--- src/rtl/rpc_net_mux.sv ---
// +--------------------------------------------------------------------------+
// | rpc_net_mux : NUM_CH-channel RPC serializer (per-channel TX FIFOs,       |
// |               round-robin onto one NetworkIf) and RX steering by conn id.|
// | Optional build macro: NIC_RPC_STATS_EN (tx/drop packet counters).        |
// | Revision: 1.0                                                            |
// +--------------------------------------------------------------------------+
`default_nettype none

package rpc_net_pkg;
  typedef struct packed {
    logic [7:0] conn_id;
    logic [7:0] rpc_id;
    logic [7:0] opcode;
  } RpcHdr;

  typedef struct packed {
    RpcHdr       hdr;
    logic [31:0] data;
  } RpcPckt;

  typedef struct packed {
    logic [31:0] net_addr;
    RpcPckt      rpc_data;
    logic        valid;
  } CManagerNetRpcIf;

  localparam int PAYLOAD_W = 64;

  typedef struct packed {
    logic [31:0]          addr_tpl;
    logic [PAYLOAD_W-1:0] payload;
    logic                 valid;
  } NetworkIf;
endpackage

module rpc_net_mux
  import rpc_net_pkg::*;
#(
  parameter int NIC_ID     = 0,
  parameter int NUM_CH     = 4,
  parameter int FIFO_DEPTH = 8
) (
  input  logic            clk,
  input  logic            reset_n,
  input  CManagerNetRpcIf ch_net_in [NUM_CH],
  output logic [NUM_CH-1:0] ch_ready_out,
  output CManagerNetRpcIf ch_net_out [NUM_CH],
  output NetworkIf        network_tx_out,
  input  logic            network_tx_ready,
  input  NetworkIf        network_rx_in,
  output logic [31:0]     tx_cnt_out,
  output logic [31:0]     drop_cnt_out,
  output logic            error
);

  localparam int CW    = $clog2(NUM_CH);
  localparam int AW    = $clog2(FIFO_DEPTH);
  localparam int RPC_W = $bits(RpcPckt);

  typedef struct packed {
    logic [31:0] net_addr;
    RpcPckt      rpc_data;
  } entry_t;

  entry_t          mem_q    [NUM_CH][FIFO_DEPTH];
  logic [AW:0]     wr_ptr_q [NUM_CH];
  logic [AW:0]     wr_ptr_d [NUM_CH];
  logic [AW:0]     rd_ptr_q [NUM_CH];
  logic [AW:0]     rd_ptr_d [NUM_CH];
  logic [NUM_CH-1:0] full, empty, push, pop, drop;

  logic [CW-1:0]   rr_ptr_q, rr_ptr_d, grant, scan_idx;
  logic            any_ne, load;
  entry_t          head;
  NetworkIf        tx_q, tx_d;
  CManagerNetRpcIf rx_q [NUM_CH];
  CManagerNetRpcIf rx_d [NUM_CH];
  RpcPckt          rx_pkt;
  logic            error_q, error_d;

  // A pop frees the slot in the same cycle, so a full FIFO being popped still accepts.
  for (genvar c = 0; c < NUM_CH; c++) begin : g_ch
    assign empty[c] = (wr_ptr_q[c] == rd_ptr_q[c]);
    assign full[c]  = (wr_ptr_q[c][AW] != rd_ptr_q[c][AW]) &&
                      (wr_ptr_q[c][AW-1:0] == rd_ptr_q[c][AW-1:0]);
    assign push[c]  = ch_net_in[c].valid & (~full[c] | pop[c]);
    assign drop[c]  = ch_net_in[c].valid & full[c] & ~pop[c];
    assign wr_ptr_d[c] = wr_ptr_q[c] + {{AW{1'b0}}, push[c]};
    assign rd_ptr_d[c] = rd_ptr_q[c] + {{AW{1'b0}}, pop[c]};
  end

  assign load = ~tx_q.valid | network_tx_ready;

  always_comb begin
    any_ne   = 1'b0;
    grant    = rr_ptr_q;
    scan_idx = rr_ptr_q;
    for (int i = 0; i < NUM_CH; i++) begin
      scan_idx = rr_ptr_q + CW'(i);
      if (!any_ne && !empty[scan_idx]) begin
        any_ne = 1'b1;
        grant  = scan_idx;
      end
    end
  end

  assign head = mem_q[grant][rd_ptr_q[grant][AW-1:0]];

  always_comb begin
    pop      = '0;
    rr_ptr_d = rr_ptr_q;
    tx_d     = tx_q;
    if (load) begin
      tx_d = '0;
      if (any_ne) begin
        pop[grant]                 = 1'b1;
        rr_ptr_d                   = grant + 1'b1;
        tx_d.addr_tpl              = head.net_addr;
        tx_d.payload[RPC_W-1:0]    = head.rpc_data;
        tx_d.valid                 = 1'b1;
      end
    end
  end

  assign rx_pkt  = network_rx_in.payload[RPC_W-1:0];
  assign error_d = error_q | (|drop);

  always_comb begin
    for (int c = 0; c < NUM_CH; c++) begin
      rx_d[c] = '0;
      if (network_rx_in.valid && (rx_pkt.hdr.conn_id[CW-1:0] == CW'(c))) begin
        rx_d[c].net_addr = network_rx_in.addr_tpl;
        rx_d[c].rpc_data = rx_pkt;
        rx_d[c].valid    = 1'b1;
      end
    end
  end

  // Storage needs no reset: only entries between the pointers are ever read.
  always_ff @(posedge clk) begin
    for (int c = 0; c < NUM_CH; c++) begin
      if (push[c]) begin
        mem_q[c][wr_ptr_q[c][AW-1:0]] <= {ch_net_in[c].net_addr, ch_net_in[c].rpc_data};
      end
    end
  end

  always_ff @(posedge clk or negedge reset_n) begin
    if (!reset_n) begin
      for (int c = 0; c < NUM_CH; c++) begin
        wr_ptr_q[c] <= '0;
        rd_ptr_q[c] <= '0;
        rx_q[c]     <= '0;
      end
      rr_ptr_q <= '0;
      tx_q     <= '0;
      error_q  <= 1'b0;
    end else begin
      for (int c = 0; c < NUM_CH; c++) begin
        wr_ptr_q[c] <= wr_ptr_d[c];
        rd_ptr_q[c] <= rd_ptr_d[c];
        rx_q[c]     <= rx_d[c];
      end
      rr_ptr_q <= rr_ptr_d;
      tx_q     <= tx_d;
      error_q  <= error_d;
    end
  end

`ifdef NIC_RPC_STATS_EN
  logic [31:0] tx_cnt_q, tx_cnt_d, drop_cnt_q, drop_cnt_d;

  always_comb begin
    tx_cnt_d   = tx_cnt_q + {31'd0, tx_q.valid & network_tx_ready};
    drop_cnt_d = drop_cnt_q + 32'($countones(drop));
  end

  always_ff @(posedge clk or negedge reset_n) begin
    if (!reset_n) begin
      tx_cnt_q   <= '0;
      drop_cnt_q <= '0;
    end else begin
      tx_cnt_q   <= tx_cnt_d;
      drop_cnt_q <= drop_cnt_d;
    end
  end

  assign tx_cnt_out   = tx_cnt_q;
  assign drop_cnt_out = drop_cnt_q;
`else
  assign tx_cnt_out   = '0;
  assign drop_cnt_out = '0;
`endif

  assign ch_ready_out   = ~full;
  assign network_tx_out = tx_q;
  assign ch_net_out     = rx_q;
  assign error          = error_q;

  logic unused_ok;
  assign unused_ok = ^{32'(NIC_ID), network_rx_in.payload[PAYLOAD_W-1:RPC_W]};

endmodule

`default_nettype wire
--- config.mk ---
export PLATFORM = sky130hd
export DESIGN_NAME = rpc_net_mux
export DESIGN_NICKNAME = d
export VERILOG_FILES = /design/src/rtl/rpc_net_mux.sv
export SDC_FILE = /design/constraint.sdc
export NUM_CORES = 2
export LEC_CHECK = 0
export CORE_ASPECT_RATIO = 1.5
export CORE_MARGIN = 2
export CORE_UTILIZATION = 35
export DETAILED_ROUTE_END_ITERATION = 10
export PLACE_DENSITY = 0.58
export REMOVE_ABC_BUFFERS = 1
export SKIP_LAST_GASP = 1
export SLEW_MARGIN = 25
export SYNTH_ARGS = -nofsm -noshare
export SYNTH_HDL_FRONTEND = slang
export SYNTH_SLANG_ARGS = --single-unit
--- constraint.sdc ---
create_clock -name clk -period 24.9 [get_ports clk]
set_clock_uncertainty 0.2 [all_clocks]
set_input_delay 4.98 -clock clk [delete_from_list [all_inputs] [get_ports clk]]
set_output_delay 4.98 -clock clk [all_outputs]
set_load 0.01 [all_outputs]
==> results.md <==
## Run status
* **status** completed

## Clock network
* **Clock Sink Count** 3296
* **clock tree root driver cell** clkbuf_16
* **clock tree from TritonCTS** built
* **clock slew at the register clock pins of the worst setup and hold paths** 0.06 ns
* **# Post-CTS Setup Buffers** 0
* **number of buffers created by CTS** 313
* **post-cts gate resize count** 0
* **number of hold-repair buffers added at the cts stage** 0
* **total number of H-tree levels** 5
* **Bufs on Longest Clock Path** 4
* **Clock Latency Late Sink** 0.92 ns

## STA
* **unrepaired setup endpoints after global routing** no
* **number of setup violations in the final report** 0
* **sum of negative setup slack** 0 ns
* **smallest hold slack** 0.281 ns
* **max_slew headroom** 0.251
* **part of the cycle the worst path needs** 0.391
* **post-layout minimum cycle time** 9.74 ns
* **worst slew pin tran** 1.12 ns
* **final-report hold violation count** 0
* **max frequency** 103 MHz
* **final-report max-slew violation count** 0

## Layout
* **number of inserted filler cells in the final layout** 31500
* **area used by sequential logic in the layout** 96600 µm²
* **post-layout instance area** 151000 µm²
* **final instance count without filler cells** 12500
* **signed area change from the synthesized netlist to the final layout** 19.7%
* **fraction of layout instances using a drive strength above 1** 0.182
* **number of nets in the finished design** 7943
* **area used by multi-input combinational logic** 27200 µm²

## Die
* **initial cell density of the core** 0.352
* **Die ar.** 365000 µm²
* **count of pins on the block boundary** 978
* **standard cell core area** 358000 µm²
* **overall die height** 739 µm
* **standard-cell row count** 269
* **chip width** 494 µm

## Global routing
* **Remaining Overflow, GRT** 0
* **maximum number of pins on one net before global-route repair** 137
* **via count of the first global-routing pass** 70900
* **GRT Overall Usage** 0.227
* **antenna violations before repair** 153
* **wire length of the first global-routing pass** 578000 µm

## Detailed routing
* **via count** 68900
* **Via-to-Cell Ratio** 5.51
* **DRC viols** 0
* **routed length on met3** 36300 µm
* **TritonRoute pass-1 iters** 5
* **highest routed metal layer** met5
* **average wire per standard cell** 33.8 µm
* **DRT met1 WL** 159000 µm
* **post-detailed-routing wire length** 423000 µm
* **Antenna Violating Nets Remaining** 0
* **met2 routed wirelength** 210000 µm
* **DRC violation total after the first TritonRoute iteration** 7056

## Setup path
* **largest stage delay on the critical path** 0.92 ns
* **Worst Path Buf+Inv** 6
* **Slowest-stage cell, CP** buf_4
* **critical path type** input port to flop
* **worst setup slack for register-to-register paths** 16.67 ns
* **CP arrival** 10.05 ns
* **nature of the critical path endpoint** flop
* **chain of cells forming the critical path** clkdlybuf4s50_1 -> nor2b_4 -> buf_4 -> o21bai_4 -> buf_4 -> nor3_1 -> nor2_1 -> nor2b_1 -> nand2_1 -> nor3_2 -> buf_4 -> buf_4 -> buf_4
* **CP Max Fanout** 40
* **CP top delay family** buffers and inverters
* **startpoint type of the worst setup path** input port
* **CP dominant cell by count** buf_4
* **Required @ worst endpoint** 25.21 ns

## Synth
* **Synthesis Warnings** 0
* **Netlist Area Pre-Place** 126000 µm²
* **sequential area share after synthesis** 0.767
* **post-synthesis area per instance** 19.4 µm²
* **number of cells produced by synthesis** 6499
* **number of synthesized register bits** 3296
* **main flop type after synthesis** edfxtp_1
* **async set or reset register ratio after synthesis** 0.146
* **count of flip-flops with a built-in enable after synthesis** 2816
* **post-synth cell types** 53

## Power and ir drop
* **worst vdd rail ir drop** 0.267 mV
* **power density normalized to cell area** 142 nW/µm²
* **total power draw** 21.5 mW
* **Leak Pwr** 51.0 nW

## Place
* **Inst Count DP** 11900
* **Buffers on Ports** 897
* **placement-stage cell area** 140000 µm²
* **weighted congestion at the end of routability-driven global placement** 0.816
* **HPWL after detailed placement** 243000 µm

## Job
* **Max-cap violations** 0

## Hold path
* **class of the tightest hold or removal check** flop to flop

==> worst paths after layout <==
path,from,to,depth (start not counted)
worst max-delay path,network_tx_ready,mem_q[3][614],13
worst min-delay path,network_tx_out[74],network_tx_out[74],2
worst max register to register,wr_ptr_q[5],network_tx_out[78],15
worst min register to register,network_tx_out[74],network_tx_out[74],2
max in group asynchronous,reset_n,network_tx_out[96],4
min in group asynchronous,reset_n,network_tx_out[4],1
==> cell usage after synthesis, types with 2 or more instances <==
library cell / count / area share
inv_1: 5 / 0.00015
ha_1: 16 / 0.0016
a22oi_2: 2 / 0.00020
nand3_1: 184 / 0.0073
o41ai_2: 88 / 0.011
a21oi_1: 268 / 0.011
a221oi_1: 92 / 0.0064
a211oi_2: 30 / 0.0030
nor4_4: 2 / 0.00034
a211oi_1: 145 / 0.0086
and3b_1: 2 / 0.00014
xnor2_1: 15 / 0.0010
nand4_1: 2 / 0.000099
buf_6: 53 / 0.0047
buf_8: 2 / 0.00024
edfxtp_1: 2816 / 0.67
nor3_1: 15 / 0.00060
buf_1: 28 / 0.00083
xor2_1: 18 / 0.0013
nor3b_1: 3 / 0.00018
mux4_2: 531 / 0.095
o22ai_1: 2 / 0.000099
nor2_1: 34 / 0.0010
a221oi_2: 84 / 0.010
nor2b_1: 5 / 0.00025
buf_2: 132 / 0.0052
mux2i_1: 177 / 0.014
and2_1: 345 / 0.017
nand4b_1: 2 / 0.00014
nand2_1: 629 / 0.019
buf_4: 93 / 0.0055
clkbuf_1: 158 / 0.0047
clkbuf_4: 8 / 0.00048
and3_1: 3 / 0.00015
nand2_2: 2 / 0.000099
dfrtp_1: 480 / 0.095
nand2b_1: 12 / 0.00060
==> sequential cells by signal, summed over array words and instances, names as in the netlist <==
| register | count |
|---|---|
| rr_ptr_q | 2 |
| wr_ptr_q | 16 |
| rd_ptr_q | 16 |
| mem_q | 2816 |
| ch_net_out | 356 |
| network_tx_out | 89 |
| error | 1 |
==> cell usage in the layout (no fill, tap or decap), types with 28 or more instances in the layout <==
| master | count |
|---|---|
| edfxtp_1 | 2816 |
| clkdlybuf4s50_1 | 896 |
| nand2_1 | 629 |
| mux4_2 | 528 |
| dfrtp_1 | 480 |
| and2_1 | 344 |
| clkbuf_16 | 322 |
| a21oi_1 | 268 |
| nand3_1 | 184 |
| mux2i_1 | 177 |
| a211oi_1 | 145 |
| buf_4 | 134 |
| a221oi_1 | 92 |
| o41ai_2 | 88 |
| a221oi_2 | 84 |
| conb_1 | 76 |
| clkbuf_1 | 70 |
| clkinv_1 | 43 |
| clkinv_2 | 42 |
| diode_2 | 39 |
| a211oi_2 | 30 |
| clkbuf_8 | 28 |
==> final cells by class <==
type,count,share of cell area
flip-flops and latches,3296,0.641
multi-input cells,2798,0.180
repair buffers,1057,0.0700
clock buffers,422,0.0579
well taps,4742,0.0394
clock inverters,149,0.0109
diodes,39,0.000648
inverters,5,0.000125
==> cells by family (layout without fill, tap and decap cells) <==
group | count (synthesis) | count (layout) | share of synthesized area
simple gates | 1247 | 1247 | 0.0472
xor+xnor | 33 | 33 | 0.00230
fa+ha+maj | 16 | 16 | 0.00159
buf+inv | 480 | 1633 | 0.0221
compound gates | 718 | 718 | 0.0508
mux | 708 | 708 | 0.109
other cells | 1 | 115 | 0.0000298
flops | 3296 | 3296 | 0.767
==> tightest hold or removal path: cells and delay by family (launching register included) <==
kind             cells  cell delay, ns
AO/OA/AOI/OAI        1            0.05
AND/OR/NAND/NOR      1            0.06
flip-flops           1            0.34
==> stage by stage <==
step / util / worst slack [ns]
6_report: 0.421 / 15.16
5_1_grt: 0.421 / 15.02
4_1_cts: 0.420 / 15.21
3_5_place_dp: 0.391 / 14.24
3_3_place_gp: 0.391 / 14.23
2_1_floorplan: - / -13.58
==> layer usage <==
| layer | vias to the layer above | GRT usage |
|---|---|---|
| li1 | 27600 | - |
| met1 | 36700 | 0.280 |
| met2 | 3544 | 0.383 |
| met3 | 854 | 0.0532 |
| met4 | 112 | 0.0868 |
| met5 | - | 0 |
==> power breakdown <==
part | total, mW | leakage, nW | internal, mW | switching, mW
clock network | 4.89 | 5.04 | 2.75 | 2.14
registers | 7.17 | 31.9 | 6.89 | 0.284
logic | 9.41 | 14.1 | 3.45 | 5.96
Power figures use the tool's default switching activity.
